==> src/rtl/sec_rsearch28bits.sv <==
// Single-error location search for an AN code: walks the powers of two mod A
// and reports the signed error location whose remainder matches the input.
module sec_rsearch28bits #(
  parameter int A    = 17619,
  parameter int LMAX = 43
) (
  input  logic              clk,
  input  logic              rst_n,
  input  logic              in_valid,
  output logic              in_ready,
  input  logic [14:0]       in_r,
  output logic              out_valid,
  input  logic              out_ready,
  output logic signed [6:0] out_l,
  output logic              out_noerr,
  output logic              out_uncorr
);

  // Handshake: a transfer happens on a rising edge where valid && ready are
  // both high; the result is held unchanged while out_valid && !out_ready.
  typedef enum logic [1:0] {IDLE, SEARCH, DONE} state_t;

  localparam logic [15:0] A16   = 16'(A);
  localparam logic [6:0]  LMAX7 = 7'(LMAX);

  state_t             state, state_nx;
  logic [14:0]        r, r_nx;
  logic [14:0]        rn, rn_nx;
  logic [14:0]        p, p_nx;
  logic [6:0]         k, k_nx;
  logic signed [6:0]  l_nx;
  logic               noerr_nx, uncorr_nx;
  logic [15:0]        p2;
  logic [15:0]        rn_full;

  assign p2        = {p, 1'b0};
  assign rn_full   = A16 - {1'b0, in_r};
  assign in_ready  = (state == IDLE);
  assign out_valid = (state == DONE);

  always_comb begin
    state_nx  = state;
    r_nx      = r;
    rn_nx     = rn;
    p_nx      = p;
    k_nx      = k;
    l_nx      = out_l;
    noerr_nx  = out_noerr;
    uncorr_nx = out_uncorr;
    case (state)
      IDLE: begin
        if (in_valid) begin
          r_nx      = in_r;
          rn_nx     = rn_full[14:0];
          l_nx      = '0;
          noerr_nx  = 1'b0;
          uncorr_nx = 1'b0;
          if (in_r == 15'd0) begin
            noerr_nx = 1'b1;
            state_nx = DONE;
          end else if ({1'b0, in_r} >= A16) begin
            uncorr_nx = 1'b1;
            state_nx  = DONE;
          end else begin
            k_nx     = 7'd1;
            p_nx     = 15'd1;
            state_nx = SEARCH;
          end
        end
      end
      SEARCH: begin
        // p tracks 2^(k-1) mod A; A is odd so r and rn never both match.
        if (p == r) begin
          l_nx     = $signed(k);
          state_nx = DONE;
        end else if (p == rn) begin
          l_nx     = -$signed(k);
          state_nx = DONE;
        end else if (k == LMAX7) begin
          l_nx      = '0;
          uncorr_nx = 1'b1;
          state_nx  = DONE;
        end else begin
          k_nx = k + 7'd1;
          p_nx = (p2 >= A16) ? 15'(p2 - A16) : p2[14:0];
        end
      end
      DONE: begin
        if (out_ready) state_nx = IDLE;
      end
      default: state_nx = IDLE;
    endcase
  end

  always_ff @(posedge clk or negedge rst_n) begin
    if (!rst_n) begin
      state      <= IDLE;
      r          <= '0;
      rn         <= '0;
      p          <= '0;
      k          <= '0;
      out_l      <= '0;
      out_noerr  <= 1'b0;
      out_uncorr <= 1'b0;
    end else begin
      state      <= state_nx;
      r          <= r_nx;
      rn         <= rn_nx;
      p          <= p_nx;
      k          <= k_nx;
      out_l      <= l_nx;
      out_noerr  <= noerr_nx;
      out_uncorr <= uncorr_nx;
    end
  end

endmodule

==> config.mk <==
export PLATFORM = sky130hd
export DESIGN_NAME = sec_rsearch28bits
export DESIGN_NICKNAME = d
export VERILOG_FILES = /design/src/rtl/sec_rsearch28bits.sv
export SDC_FILE = /design/constraint.sdc
export NUM_CORES = 1
export LEC_CHECK = 0
export ABC_AREA = 1
export CELL_PAD_IN_SITES_DETAIL_PLACEMENT = 0
export CELL_PAD_IN_SITES_GLOBAL_PLACEMENT = 1
export CORE_MARGIN = 10
export CORE_UTILIZATION = 41
export CTS_CLUSTER_DIAMETER = 200
export DETAILED_ROUTE_END_ITERATION = 12
export DONT_BUFFER_PORTS = 1
export PLACE_DENSITY = 0.85
export SLEW_MARGIN = 0
export SYNTH_ARGS = -nofsm -noshare
export SYNTH_HDL_FRONTEND = slang
export SYNTH_SLANG_ARGS = --single-unit
==> constraint.sdc <==
create_clock -name clk -period 1.7 [get_ports clk]
set_input_delay 0.34 -clock clk [delete_from_list [all_inputs] [get_ports clk]]
set_output_delay 0.34 -clock clk [all_outputs]
set_load 0.02 [all_outputs]
After elaboration in Yosys (flattened, before gate mapping)
Cells that the tools add are included.
Storage, ports and cells
  register bits after elaboration: 63
  input port bits: 19
Cells by class
  add/sub/neg operators: 4
  order comparisons: 2
  eq/ne operators: 14
  muxes and demuxes: 36
  reductions and logical operators: 8
Operators by type and width (number)
  15-bit two-way mux: 7
  7-bit two-way mux: 10
  15-bit equality test: 2
  15-bit one-hot mux with 2 select lines: 1
  7-bit one-hot mux with 2 select lines: 2
  16-bit by 15-bit greater-or-equal comparator with 1-bit output, second input constant: 1
  15-bit greater-or-equal comparator, second input constant: 1
  15-bit zero test: 1
  15-bit subtractor, first input constant: 1
  15-bit subtractor, second input constant: 1
  2-bit two-way mux: 7
  2-bit != test, second input constant: 7
  7-bit by 1-bit adder with 7-bit output, second input constant: 1
  7-bit by 6-bit equality test with 1-bit output, second input constant: 1
  1-bit two-way mux: 7
  7-bit negation: 1
  7-bit AND reduction: 1
  2-bit one-hot mux with 3 select lines: 1
  3-bit AND reduction: 2
  5-bit AND reduction: 1
  4-bit != test, second input constant: 1
  2-bit by 1-bit equality test with 1-bit output, second input constant: 1
  2-bit equality test, second input constant: 1
  2-bit zero test: 1
  other kinds (4): 4

Logic depth before layout (Yosys ltp)
Gate-level depths: netlist of run 1.
  depth after elaboration: 6
  gate-level depth with buffers: 14
  depth with buffers taken out: 13

Worst setup path after synthesis of run 1
OpenSTA, ideal clock, no wires.
  kind: input -> register
  start point: input port in_r[2]
  end point: register k[5]
  library setup time: 0.066 ns
  arrival: 1.653 ns
  required time: 1.634 ns
  slack: -0.018 ns
  stages on the path: 11
  buffers on the path: 1
  cells stage by stage: inv_1 -> ha_1 -> inv_1 -> nor3_1 -> nand4_1 -> nand3_1 -> nand2_2 -> nand3_4 -> buf_8 -> nand2_1 -> nand2_1
Between the ends
  cells in the longest elaborated chain, start to end: 3
Ends and longest elaborated chain
  start, declared: line 11  | input logic [14:0] in_r,
  15-bit greater-or-equal comparator / 15-bit zero test (equally long branches): line 61, 58
  2-bit != test (no source line)
  7-bit AND reduction (no source line) *
  end signal, assigned: line 110  | k <= k_nx;
  end, declared: line 30  | logic [6:0] k, k_nx;
Every way passes the cells marked *; elsewhere a longest branch is shown, timed or not.
A chain may end at the register's enable or synchronous reset.

Worst setup path in the final report of run 1
  start point: register p[1]
  end point: register p[11]
Between the ends
  cells in the longest elaborated chain, start to end: 6
Ends and longest elaborated chain
  start, declared: line 29  | logic [14:0] p, p_nx;
  start signal, assigned: line 109  | p <= p_nx;
  15-bit subtractor / 16-bit by 15-bit greater-or-equal comparator with 1-bit output (equally long branches): line 85  | p_nx = (p2 >= A16) ? 15'(p2 - A16) : p2[14:0];
  15-bit two-way mux: line 85
  15-bit two-way mux: line 79  | end else if (k == LMAX7) begin
  15-bit two-way mux: line 76  | end else if (p == rn) begin
  15-bit two-way mux: line 73  | if (p == r) begin
  15-bit one-hot mux with 2 select lines: line 50  | case (state)
Several ways; a longest one is shown, not always the timed one. The select of a mux whose other input is x is not followed.

==> impl_results.rst, run 1 <==
.. list-table::
   :header-rows: 1

   * - Metric
     - Value
   * - HP Class
     - input port to async pin
   * - Final number of setup-violating endpoints
     - 11
   * - Routed wire length
     - 11.7 mm
   * - Type of element capturing the critical path
     - flip-flop
   * - Status
     - finished with violations
   * - Flop and latch count out of synthesis
     - 62
   * - Clock tree sinks
     - 62
   * - Dominant cell by count in the synthesized netlist
     - nand2_1
   * - Setup WS post-layout
     - -0.0451 ns
   * - Number of search-and-repair iterations in the first detailed-routing pass
     - 4
   * - Final antenna-violating net count
     - 0
   * - Starting utilization of the core area
     - 42.2%
   * - Number of I/O pins
     - 30
   * - Count of buffering cells on the critical path with inverters included
     - 2
   * - Post-route worst hold slack
     - -0.319 ns
   * - Primary flip-flop cell chosen by synthesis mapping
     - dfrtp_1
   * - Chain of cells forming the critical path
     - inv_2 > ha_4 > inv_1 > nand2_2 > a21oi_2 > nand2_2 > nand2_2 > nand3_1 > nor2_1 > nor2_1 > nand2_1 > nand2_1
   * - Post-Syn Area
     - 4130 um^2
   * - Height of the die
     - 120 um
   * - # nets final
     - 732
   * - Die width
     - 120 um
   * - Vias in the first global route
     - 4149
   * - Clk_lat worst skew
     - 0.35 ns
   * - Main combinational cell family by area after synthesis
     - simple AND/OR/NAND/NOR gates
   * - Sum of net half-perimeters after detailed placement
     - 8.76 mm
   * - Biggest area contributors in the synthesized netlist
     - dfrtp_1, nand2_1, inv_1
   * - Number of max-slew violations in the final report
     - 0
   * - Finished Cell Area
     - 5300 um^2
   * - Launching point of the worst reg2reg path
     - p[1]$_DFFE_PN0P_
   * - Type of element launching the critical path
     - flip-flop
   * - Total clock buffers created by CTS
     - 9
   * - Cell row count
     - 36
   * - Violations in the final reports
     - negative hold slack, negative setup slack
   * - Seq/Total Area, Yosys
     - 37.6%
   * - Proportion of register bits with asynchronous set or reset after synthesis
     - 100%
   * - Post-Syn Area per Cell
     - 6.61 um^2
   * - Critical path required time
     - 1.94 ns
   * - Share of synthesized cell area in and, or, nand and nor gates
     - 41.4%
   * - Via density
     - 4.96
   * - Ratio of cells with drive above 1 in the final layout
     - 27.0%
   * - Clock Tree Root
     - clkbuf_8
   * - Mapped Cells
     - 625
   * - Number of cells in the finished layout apart from fillers
     - 847
   * - Fin. Hold Viols
     - 62
   * - Overflow left after global routing
     - 0
   * - Final total negative setup slack
     - -0.184 ns
   * - Worst-case register-to-register setup slack
     - -0.05 ns
   * - Worst-margin pin slew
     - 0.455 ns
   * - Worst path slowest cell
     - dfrtp_1
   * - Worst supply voltage drop on vdd
     - 0.899 mV
   * - DRC violations left
     - 0
   * - Top cell types by occurrence after synthesis
     - nand2_1, inv_1, dfrtp_1
   * - Worst reg2reg path endpoint
     - p[11]$_DFFE_PN0P_
   * - Clock period minus worst slack
     - 1.75 ns
   * - Area added between synthesis and finish
     - 28.3%
   * - Antenna fix cells
     - 0
   * - CTS tree
     - done
   * - Final clock skew
     - 0.0108 ns
   * - Yosys warnings
     - 0
   * - Number of enable flip-flop cells after synthesis
     - 0
   * - Core region area
     - 9770 um^2
   * - Largest net degree at the start of global routing
     - 63
   * - Proportion of netlist area held by the largest area contributor
     - 37.6%
   * - Clk buf depth
     - 2
   * - Largest driver fanout on the critical path
     - 6
   * - Largest delay share family, worst path
     - simple AND/OR/NAND/NOR gates
   * - Overall power after layout
     - 8360 uW
   * - Leak pwr
     - 0.00277 uW
   * - Total Routing Usage GR
     - 16.4%
   * - Share of synthesized area spent on multiplexers
     - 0%
   * - Worst Reg2Reg Path Length in Cells
     - 12
   * - Total instance count after detailed placement
     - 822
   * - Critical path type
     - flip-flop to flip-flop
   * - Initial antenna violation count
     - 0
   * - Cell type contributing the most total cell area after synthesis
     - dfrtp_1
   * - Vias after detailed routing
     - 4203
   * - Starting DRC count in detailed routing
     - 178
   * - FMAX
     - 0.573 GHz
   * - CTS H-tree lvls
     - 3
   * - Parity-gate share of the synthesized area counting xor and xnor cells
     - 2.55%
   * - Global placer's final weighted congestion
     - 0.888
   * - Wire length of the first global-routing pass
     - 19.7 mm
   * - Arithmetic-cell share of the synthesized area counting full adders, half adders and majority gates
     - 1.21%
   * - Area of placed instances
     - 4820 um^2
   * - Number of distinct library cells after synthesis
     - 37
   * - Worst endpoint data arrival time
     - 1.99 ns
   * - Cell occurring most often along the worst timing path
     - nand2_2
   * - Worst stage delay on the critical path
     - 0.40 ns
   * - WL/cell
     - 13.8 um
   * - Die footprint
     - 14500 um^2
   * - Clock transition at path regs
     - 0.08 ns
   * - Unrepaired setup endpoints after global routing
     - true
   * - Max_slew headroom
     - 69.5%
   * - Power density over the cells
     - 1580 nW/um^2
   * - Number of nets produced by synthesis
     - 648
   * - Compound-cell area share of the yosys netlist
     - 7.48%
   * - Number of violations of the max-capacitance limit
     - 0
   * - Share of the clock period used by the worst path
     - 103%
   * - Count of port buffers added during placement
     - 0
[area by class of cell]
type	count	area [um^2]
repair buffers	86	726
fillers	970	4480
clock inverters	4	22.5
clock buffers	12	145
multi-input cells	468	2360
well taps	133	166
inverters	82	310
flip-flops and latches	62	1560
[cells by family (layout without fill, tap and decap cells)]
group,count (synthesis),after routing
flops,62,62
fa+ha+maj,4,4
buf+inv,96,184
compound gates,55,55
xor+xnor,12,12
simple gates,396,397
[how the worst max path moves through the flow]
stage,startpoint,end,slack (ns),cells past startpoint
after floorplan,p[1]$_DFFE_PN0P_,p[10]$_DFFE_PN0P_,0.02,13
after global placement,in_r[2],p[0]$_DFFE_PN0P_,-0.14,11
after detailed placement,in_r[2],p[10]$_DFFE_PN0P_,-0.19,13
after CTS,p[1]$_DFFE_PN0P_,p[8]$_DFFE_PN0P_,-0.02,14
after global routing,p[1]$_DFFE_PN0P_,p[14]$_DFFE_PN0P_,-0.16,12
final,p[1]$_DFFE_PN0P_,p[11]$_DFFE_PN0P_,-0.05,12
[flip-flops by register name (all words and copies together), names as in the netlist]
signal and count:
out_uncorr 1, k 7, state 2, out_noerr 1
rn 14, out_l 7, p 15, r 15
[routing by layer]
metal	GRT usage [%]	part of all wire (%)
met1	20.3	44
met2	28.3	49
met3	2.61	4.6
met5	0	0
met4	5.96	1.9
[metrics by stage]
step | hold WS (ns) | utilization [%] | setup slack, ns
finish | -0.319 | 54.2 | -0.0451
global route | -0.333 | 54.2 | -0.160
CTS | -0.330 | 52.0 | -0.0183
detailed placement | 0.0496 | 49.3 | -0.185
global placement | 0.0492 | 49.3 | -0.142
floorplan | 0.0444 | - | 0.0202
[power by group]
part	switching (uW)	internal, uW
Clock	595	562
Sequential	465	2020
Combinational	2770	1950
[repair_timing]
item                       CTS  global route
pin swaps                    8            29
hold endpoints to repair    62            62
setup endpoints to repair   31            35
cloned                       0             2
setup buffers                3             4
resized for setup           27            48
[cells in the final DEF, fill, tap and decap left out, types with 2 or more instances in the layout]
cell type  synthesis  layout
ha_1               4       3
nand4_1           17      17
nand2_2           12      37
a21oi_1            9       7
nor2_4             2       5
dfrtp_2            0       9
nand3_1           45      41
dfrtp_1           62      53
buf_6              2       8
clkbuf_1           2       2
nand2_1          247     220
clkinv_2           0       3
xor2_1             8       8
nand2_4            3       5
o21ai_0           35      33
xnor2_1            4       4
inv_2             11      13
o21ai_1            1       3
nor3_1             8       7
nand3_4            1       3
inv_1             70      67
buf_4              3      74
nor2_1            52      45
o211ai_1           3       3
nor2_2             4       8
buf_12             0       2
nor3b_1            2       2
nand3_2            2       4
a21oi_2            1       3
clkbuf_8           0      10
Note: power is estimated with default switching activity, not from simulation.
==> inputs of run 2 (changes only) <==
--- a/config.mk
+++ b/config.mk
@@ -6,7 +6,7 @@
 export NUM_CORES = 1
 export LEC_CHECK = 0
 export ABC_AREA = 1
-export CELL_PAD_IN_SITES_DETAIL_PLACEMENT = 0
+export CELL_PAD_IN_SITES_DETAIL_PLACEMENT = 1
 export CELL_PAD_IN_SITES_GLOBAL_PLACEMENT = 1
 export CORE_MARGIN = 10
 export CORE_UTILIZATION = 41
@@ -14,6 +14,7 @@
 export DETAILED_ROUTE_END_ITERATION = 12
 export DONT_BUFFER_PORTS = 1
 export PLACE_DENSITY = 0.85
+export SKIP_LAST_GASP = 1
 export SLEW_MARGIN = 0
 export SYNTH_ARGS = -nofsm -noshare
 export SYNTH_HDL_FRONTEND = slang
==> impl_results.rst, run 2 (synthesized netlist as in run 1, its figures left out) <==
.. list-table::
   :header-rows: 1

   * - Metric
     - Value
   * - Setup WS post-layout
     - -0.418 ns (-0.373 ns)
   * - Final antenna-violating net count
     - 0 (unchanged)
   * - CTS tree
     - done
   * - WL/cell
     - 24.7 um (+79%)
   * - Worst path slowest cell
     - dfrtp_2
   * - Worst supply voltage drop on vdd
     - 1.08 mV (+20%)
   * - Max_slew headroom
     - 71.5% (+1.9 points)
   * - Count of buffering cells on the critical path with inverters included
     - 2 (unchanged)
   * - Antenna fix cells
     - 0 (unchanged)
   * - Total Routing Usage GR
     - 24.2% (+7.7 points)
   * - Vias after detailed routing
     - 5215 (+24%)
   * - Clk buf depth
     - 2 (unchanged)
   * - Most common cell after layout, fill and taps aside
     - nand2_1
   * - Number of violations of the max-capacitance limit
     - 0 (unchanged)
   * - Type of element capturing the critical path
     - flip-flop
   * - Clock tree sinks
     - 62 (unchanged)
   * - Largest net degree at the start of global routing
     - 63 (unchanged)
   * - Finished Cell Area
     - 5720 um^2 (+8.0%)
   * - Number of I/O pins
     - 30 (unchanged)
   * - Routed wire length
     - 21.4 mm (+83%)
   * - Fin. Hold Viols
     - 62 (unchanged)
   * - Wire length of the first global-routing pass
     - 28.0 mm (+42%)
   * - Worst-margin pin slew
     - 0.423 ns (-0.0319 ns)
   * - # nets final
     - 750 (+2.5%)
   * - Clock transition at path regs
     - 0.09 ns (about the same)
   * - Clock period minus worst slack
     - 2.12 ns (+0.373 ns)
   * - Final clock skew
     - 0.0215 ns (+0.0107 ns)
   * - Post-route worst hold slack
     - -0.341 ns (-0.0220 ns)
   * - Total clock buffers created by CTS
     - 9 (unchanged)
   * - Sum of net half-perimeters after detailed placement
     - 10.7 mm (+22%)
   * - Height of the die
     - 120 um (unchanged)
   * - Commonest non-fill, non-tap cells in the layout
     - nand2_1, buf_4, inv_1
   * - Ratio of cells with drive above 1 in the final layout
     - 35.2% (+8.2 points)
   * - HP Class
     - input port to async pin
   * - DRC violations left
     - 0 (unchanged)
   * - Overflow left after global routing
     - 0 (unchanged)
   * - Final total negative setup slack
     - -7.29 ns (-7.11 ns)
   * - Die footprint
     - 14500 um^2 (unchanged)
   * - Status
     - finished with violations
   * - Filler cells
     - 1240 (+28%)
   * - CTS H-tree lvls
     - 3 (unchanged)
   * - Clock Tree Root
     - clkbuf_8
   * - Initial antenna violation count
     - 0 (unchanged)
   * - Worst-case register-to-register setup slack
     - -0.42 ns (-0.37 ns)
   * - Number of max-slew violations in the final report
     - 0 (unchanged)
   * - Unrepaired setup endpoints after global routing
     - true
   * - Cell occurring most often along the worst timing path
     - nand2_4
   * - Number of cells in the finished layout apart from fillers
     - 865 (+2.1%)
   * - Total instance count after detailed placement
     - 822 (unchanged)
   * - Global placer's final weighted congestion
     - 0.888 (unchanged)
   * - Cell row count
     - 36 (unchanged)
   * - Largest delay share family, worst path
     - simple AND/OR/NAND/NOR gates
   * - Area of placed instances
     - 4820 um^2 (unchanged)
   * - FMAX
     - 0.472 GHz (-18%)
   * - Area added between synthesis and finish
     - 38.5%
   * - Final number of setup-violating endpoints
     - 35 (+24)
   * - Via density
     - 6.03 (+21%)
   * - Worst endpoint data arrival time
     - 2.39 ns (+0.40 ns)
   * - Vias in the first global route
     - 5308 (+28%)
   * - Die width
     - 120 um (unchanged)
   * - Type of element launching the critical path
     - flip-flop
   * - Clk_lat worst skew
     - 0.38 ns (+0.03 ns)
   * - Number of search-and-repair iterations in the first detailed-routing pass
     - 5 (+1)
   * - Violations in the final reports
     - negative hold slack, negative setup slack
   * - Share of the clock period used by the worst path
     - 125% (+22 points)
   * - Count of port buffers added during placement
     - 0 (unchanged)
   * - Largest driver fanout on the critical path
     - 7 (+1)
   * - Critical path type
     - flip-flop to flip-flop
   * - Critical path required time
     - 1.97 ns (+0.03 ns)
   * - Share of the core filled with cells
     - 58.5% (+4.3 points)
   * - Starting DRC count in detailed routing
     - 459 (+160%)
   * - Leak pwr
     - 0.00297 uW (+7.2%)
   * - Worst stage delay on the critical path
     - 0.50 ns (+0.10 ns)
   * - Largest registers
     - p (15), r (15), rn (14)
   * - Starting utilization of the core area
     - 42.2% (unchanged)
   * - Power density over the cells
     - 1840 nW/um^2 (+17%)
   * - Chain of cells forming the critical path
     - inv_2 > buf_4 > nand2_4 > nand2_4 > nand2_4 > a21oi_4 > nand2_4 > o21ai_0 > nor2_1 > nand3_1 > nand2_4
   * - Core region area
     - 9770 um^2 (unchanged)
==> run 2: cell types whose count changed in the layout (fill, tap and decap cells not counted), moves of 3 or more <==
| cell | delta |
|---|---|
| buf_4 | +14 |
| buf_6 | +3 |
| inv_1 | -6 |
| inv_2 | +4 |
| nand2_1 | -27 |
| nand2_2 | +11 |
| nand2_4 | +17 |
| nand3_1 | -5 |
| nand3_2 | +4 |
| nor2_1 | -7 |
| nor2_2 | +3 |
| nor2_4 | +4 |
==> run 2: per-stage QoR <==
| stage | setup WS (ns) | total power [uW] |
|---|---|---|
| 5_1_grt | -0.383 | 11000 |
| 3_5_place_dp | -0.201 | 6890 |
| 6_report | -0.418 | 10500 |
| 4_1_cts | -0.0796 | 8720 |
| 2_1_floorplan | 0.0202 | 5230 |
| 3_3_place_gp | -0.142 | 6580 |
==> run 2: report_power, final <==
group | internal [uW] | switching, uW
logic | 2370 | 4110
clock network | 675 | 674
registers | 2010 | 692
total | 5060 | 5470
==> run 2: path summary, 6_finish.rpt <==
kind,startpoint,to,cells after the start
worst min-delay path,rst_n,p[2]$_DFFE_PN0P_,0
min in group clk,in_r[14],rn[14]$_DFFE_PN0P_,1
max in group asynchronous,rst_n,p[3]$_DFFE_PN0P_,0
worst max-delay path,p[8]$_DFFE_PN0P_,p[2]$_DFFE_PN0P_,11
worst max register to register,p[8]$_DFFE_PN0P_,p[2]$_DFFE_PN0P_,11
worst min register to register,r[10]$_DFFE_PN0P_,r[10]$_DFFE_PN0P_,2
==> run 2: worst reg2reg max path: stages (launching register included) <==
cell	delay [ns]
dfrtp_2	0.50
inv_2	0.13
buf_4	0.14
nand2_4	0.06
nand2_4	0.08
nand2_4	0.06
a21oi_4	0.24
nand2_4	0.15
o21ai_0	0.32
nor2_1	0.11
nand3_1	0.16
nand2_4	0.07
==> run 2: what timing repair did <==
| item | 4_1_cts | 5_1_grt |
|---|---|---|
| gates resized for setup | 51 | 100 |
| cloned | 1 | 2 |
| setup endpoints to repair | 32 | 37 |
| pin swaps | 21 | 40 |
| setup buffers | 6 | 18 |
| endpoints found under the hold margin | 62 | 62 |
==> run 2: layer usage <==
layer / track usage, % / vias up / share of wire [%]
met2: 43.2 / 324 / 49
li1: - / 2165 / -
met3: 5.72 / 149 / 7.3
met4: 14.6 / 0 / 7.9
met1: 25.3 / 2577 / 36
met5: 0 / - / 0
==> run 2: cell type report <==
cell class	instances	area (um^2)	share of cell area, %
clock buffers	12	135	2.36
clock inverters	4	47.5	0.831
inverters	82	318	5.56
multi-input cells	468	2600	45.5
flip-flops and latches	62	1560	27.3
well taps	133	166	2.91
repair buffers	104	890	15.6
==> inputs of run 3 (changes only) <==
--- a/config.mk
+++ b/config.mk
@@ -13,6 +13,7 @@
 export CTS_CLUSTER_DIAMETER = 200
 export DETAILED_ROUTE_END_ITERATION = 12
 export DONT_BUFFER_PORTS = 1
+export MAX_ROUTING_LAYER = met4
 export PLACE_DENSITY = 0.85
 export SKIP_LAST_GASP = 1
 export SLEW_MARGIN = 0
==> impl_results.rst, run 3 (synthesized netlist as in run 1, its figures left out) <==
.. list-table::
   :header-rows: 1

   * - Metric
     - Value
   * - Status
     - finished with violations
   * - Violations in the final reports
     - negative hold slack, negative setup slack
   * - # nets final
     - 757 (+0.93%)
   * - Vias after detailed routing
     - 5480 (+5.1%)
   * - Antenna fix cells
     - 0 (unchanged)
   * - Share of the clock period used by the worst path
     - 124% (-0.95 points)
   * - Final number of setup-violating endpoints
     - 34 (-2.9%)
   * - Largest registers
     - p (15), r (15), rn (14)
   * - DRC violations left
     - 0 (unchanged)
   * - FMAX
     - 0.476 GHz (+0.77%)
   * - Worst supply voltage drop on vdd
     - 1.09 mV (+1.2%)
   * - Critical path required time
     - 2.00 ns (+0.03 ns)
   * - Overall power after layout
     - 11300 uW (+7.3%)
   * - Finished Cell Area
     - 5920 um^2 (+3.5%)
   * - Count of buffering cells on the critical path with inverters included
     - 2 (unchanged)
   * - Worst-margin pin slew
     - 0.409 ns (-0.0143 ns)
   * - Critical path type
     - flip-flop to flip-flop
   * - Global placer's final weighted congestion
     - 0.875 (-1.5%)
   * - Clk_lat worst skew
     - 0.39 ns (about the same)
   * - Clk buf depth
     - 2 (unchanged)
   * - Total clock buffers created by CTS
     - 9 (unchanged)
   * - Via density
     - 6.31 (+4.6%)
   * - Wire length of the first global-routing pass
     - 29.0 mm (+3.8%)
   * - Number of I/O pins
     - 30 (unchanged)
   * - Sum of net half-perimeters after detailed placement
     - 10.6 mm (about the same)
   * - Filler cells
     - 1219 (-1.7%)
   * - Initial antenna violation count
     - 0 (unchanged)
   * - Number of violations of the max-capacitance limit
     - 0 (unchanged)
   * - Type of element capturing the critical path
     - flip-flop
   * - Height of the die
     - 120 um (unchanged)
   * - Ratio of cells with drive above 1 in the final layout
     - 38.9% (+3.6 points)
   * - Final clock skew
     - 0.0234 ns (+0.00190 ns)
   * - Die footprint
     - 14500 um^2 (unchanged)
   * - Post-route worst hold slack
     - -0.361 ns (-0.0195 ns)
   * - Most common cell after layout, fill and taps aside
     - nand2_1
   * - Max_slew headroom
     - 72.6% (+1.1 points)
   * - Clock transition at path regs
     - 0.09 ns (about the same)
   * - Vias in the first global route
     - 5316 (+0.15%)
   * - Final antenna-violating net count
     - 0 (unchanged)
   * - Clock period minus worst slack
     - 2.10 ns (-0.0162 ns)
   * - CTS H-tree lvls
     - 3 (unchanged)
   * - Worst path slowest cell
     - dfrtp_1
   * - Setup WS post-layout
     - -0.401 ns (+0.0162 ns)
   * - Number of cells in the finished layout apart from fillers
     - 869 (+0.46%)
   * - Cell row count
     - 36 (unchanged)
   * - Worst endpoint data arrival time
     - 2.40 ns (about the same)
   * - Starting utilization of the core area
     - 42.2% (unchanged)
   * - Die width
     - 120 um (unchanged)
   * - Largest net degree at the start of global routing
     - 63 (unchanged)
   * - Area added between synthesis and finish
     - 43.4%
   * - Cell occurring most often along the worst timing path
     - nand2_1
   * - Count of port buffers added during placement
     - 0 (unchanged)
   * - Number of max-slew violations in the final report
     - 0 (unchanged)
   * - Core region area
     - 9770 um^2 (unchanged)
   * - CTS tree
     - done
   * - Overflow left after global routing
     - 0 (unchanged)
   * - Clock Tree Root
     - clkbuf_8
   * - Starting DRC count in detailed routing
     - 663 (+44%)
   * - Unrepaired setup endpoints after global routing
     - true
   * - Chain of cells forming the critical path
     - inv_1 > nand2_1 > nand2_1 > nor2_1 > nand2_1 > nor2_4 > nand2_2 > nand3_4 > buf_4 > nor2_1 > nand2_1 > nand2_1
   * - Routed wire length
     - 24.0 mm (+12%)
   * - Type of element launching the critical path
     - flip-flop
   * - Share of the core filled with cells
     - 60.6% (+2.0 points)
   * - Fin. Hold Viols
     - 62 (unchanged)
   * - Largest driver fanout on the critical path
     - 3 (-4)
   * - HP Class
     - input port to async pin
   * - Number of search-and-repair iterations in the first detailed-routing pass
     - 7 (+2)
   * - Total Routing Usage GR
     - 25.8% (+1.6 points)
   * - Area of placed instances
     - 4820 um^2 (+0.10%)
   * - WL/cell
     - 27.6 um (+12%)
   * - Worst stage delay on the critical path
     - 0.40 ns (-0.10 ns)
   * - Leak pwr
     - 0.00304 uW (+2.3%)
   * - Clock tree sinks
     - 62 (unchanged)
   * - Largest delay share family, worst path
     - simple AND/OR/NAND/NOR gates
   * - Commonest non-fill, non-tap cells in the layout
     - nand2_1, buf_4, inv_1
   * - Total instance count after detailed placement
     - 821 (-0.12%)
   * - Power density over the cells
     - 1910 nW/um^2 (+3.6%)
-- run 3: final cells by class --
type | count | area [um^2] | area share, %
Inverter | 82 | 320 | 5.41
Clock inverter | 1 | 30.0 | 0.507
Sequential cell | 62 | 1560 | 26.4
Multi-Input combinational cell | 467 | 2700 | 45.6
Clock buffer | 12 | 165 | 2.79
Tap cell | 133 | 166 | 2.81
Timing Repair Buffer | 112 | 976 | 16.5
-- run 3: worst paths after layout --
| kind | start | to | slack, ns | cells after the start |
|---|---|---|---|---|
| setup reg to reg | rn[4]$_DFFE_PN0P_ | p[11]$_DFFE_PN0P_ | -0.40 | 12 |
| hold / removal | rst_n | out_l[1]$_DFFE_PN0P_ | -0.36 | 0 |
| max in group asynchronous | rst_n | state[0]$_DFFE_PN0P_ | 1.93 | 0 |
| hold reg to reg | r[0]$_DFFE_PN0P_ | r[0]$_DFFE_PN0P_ | 0.56 | 2 |
| min in group clk | in_r[12] | rn[12]$_DFFE_PN0P_ | 0.08 | 1 |
| setup / recovery | rn[4]$_DFFE_PN0P_ | p[11]$_DFFE_PN0P_ | -0.40 | 12 |
-- run 3: worst register-to-register path: cells and delay by family (launching register included) --
family	cells	cell delay (ns)
buf+inv	2	0.34
flops	1	0.40
simple gates	10	1.30
-- run 3: per-stage QoR --
stage	worst slack, ns	TNS [ns]
finish	-0.401	-10.99
global route	-0.460	-12.29
CTS	-0.0506	-0.356
detailed placement	-0.219	-5.30
global placement	-0.128	-3.17
floorplan	0.0202	0
-- run 3: repair_timing --
| action | in CTS | in global routing |
|---|---|---|
| endpoints found under the hold margin | 62 | 62 |
| gates cloned | 0 | 1 |
| endpoints found under the setup margin | 32 | 37 |
| setup buffers | 17 | 18 |
| gates resized for setup | 76 | 110 |
| pin swaps | 34 | 53 |
-- run 3: metal layers --
layer	up-vias	routed length, um	GRT usage, %
met1	2657	8210	28.1
met2	465	11300	43.6
li1	2174	-	-
met4	0	2030	14.3
met5	-	0	-
met3	184	2420	5.03
-- run 3: power breakdown --
part	switching, uW	internal (uW)
sequential	723	2020
combinational	4550	2560
clock	668	775
total	5940	5350
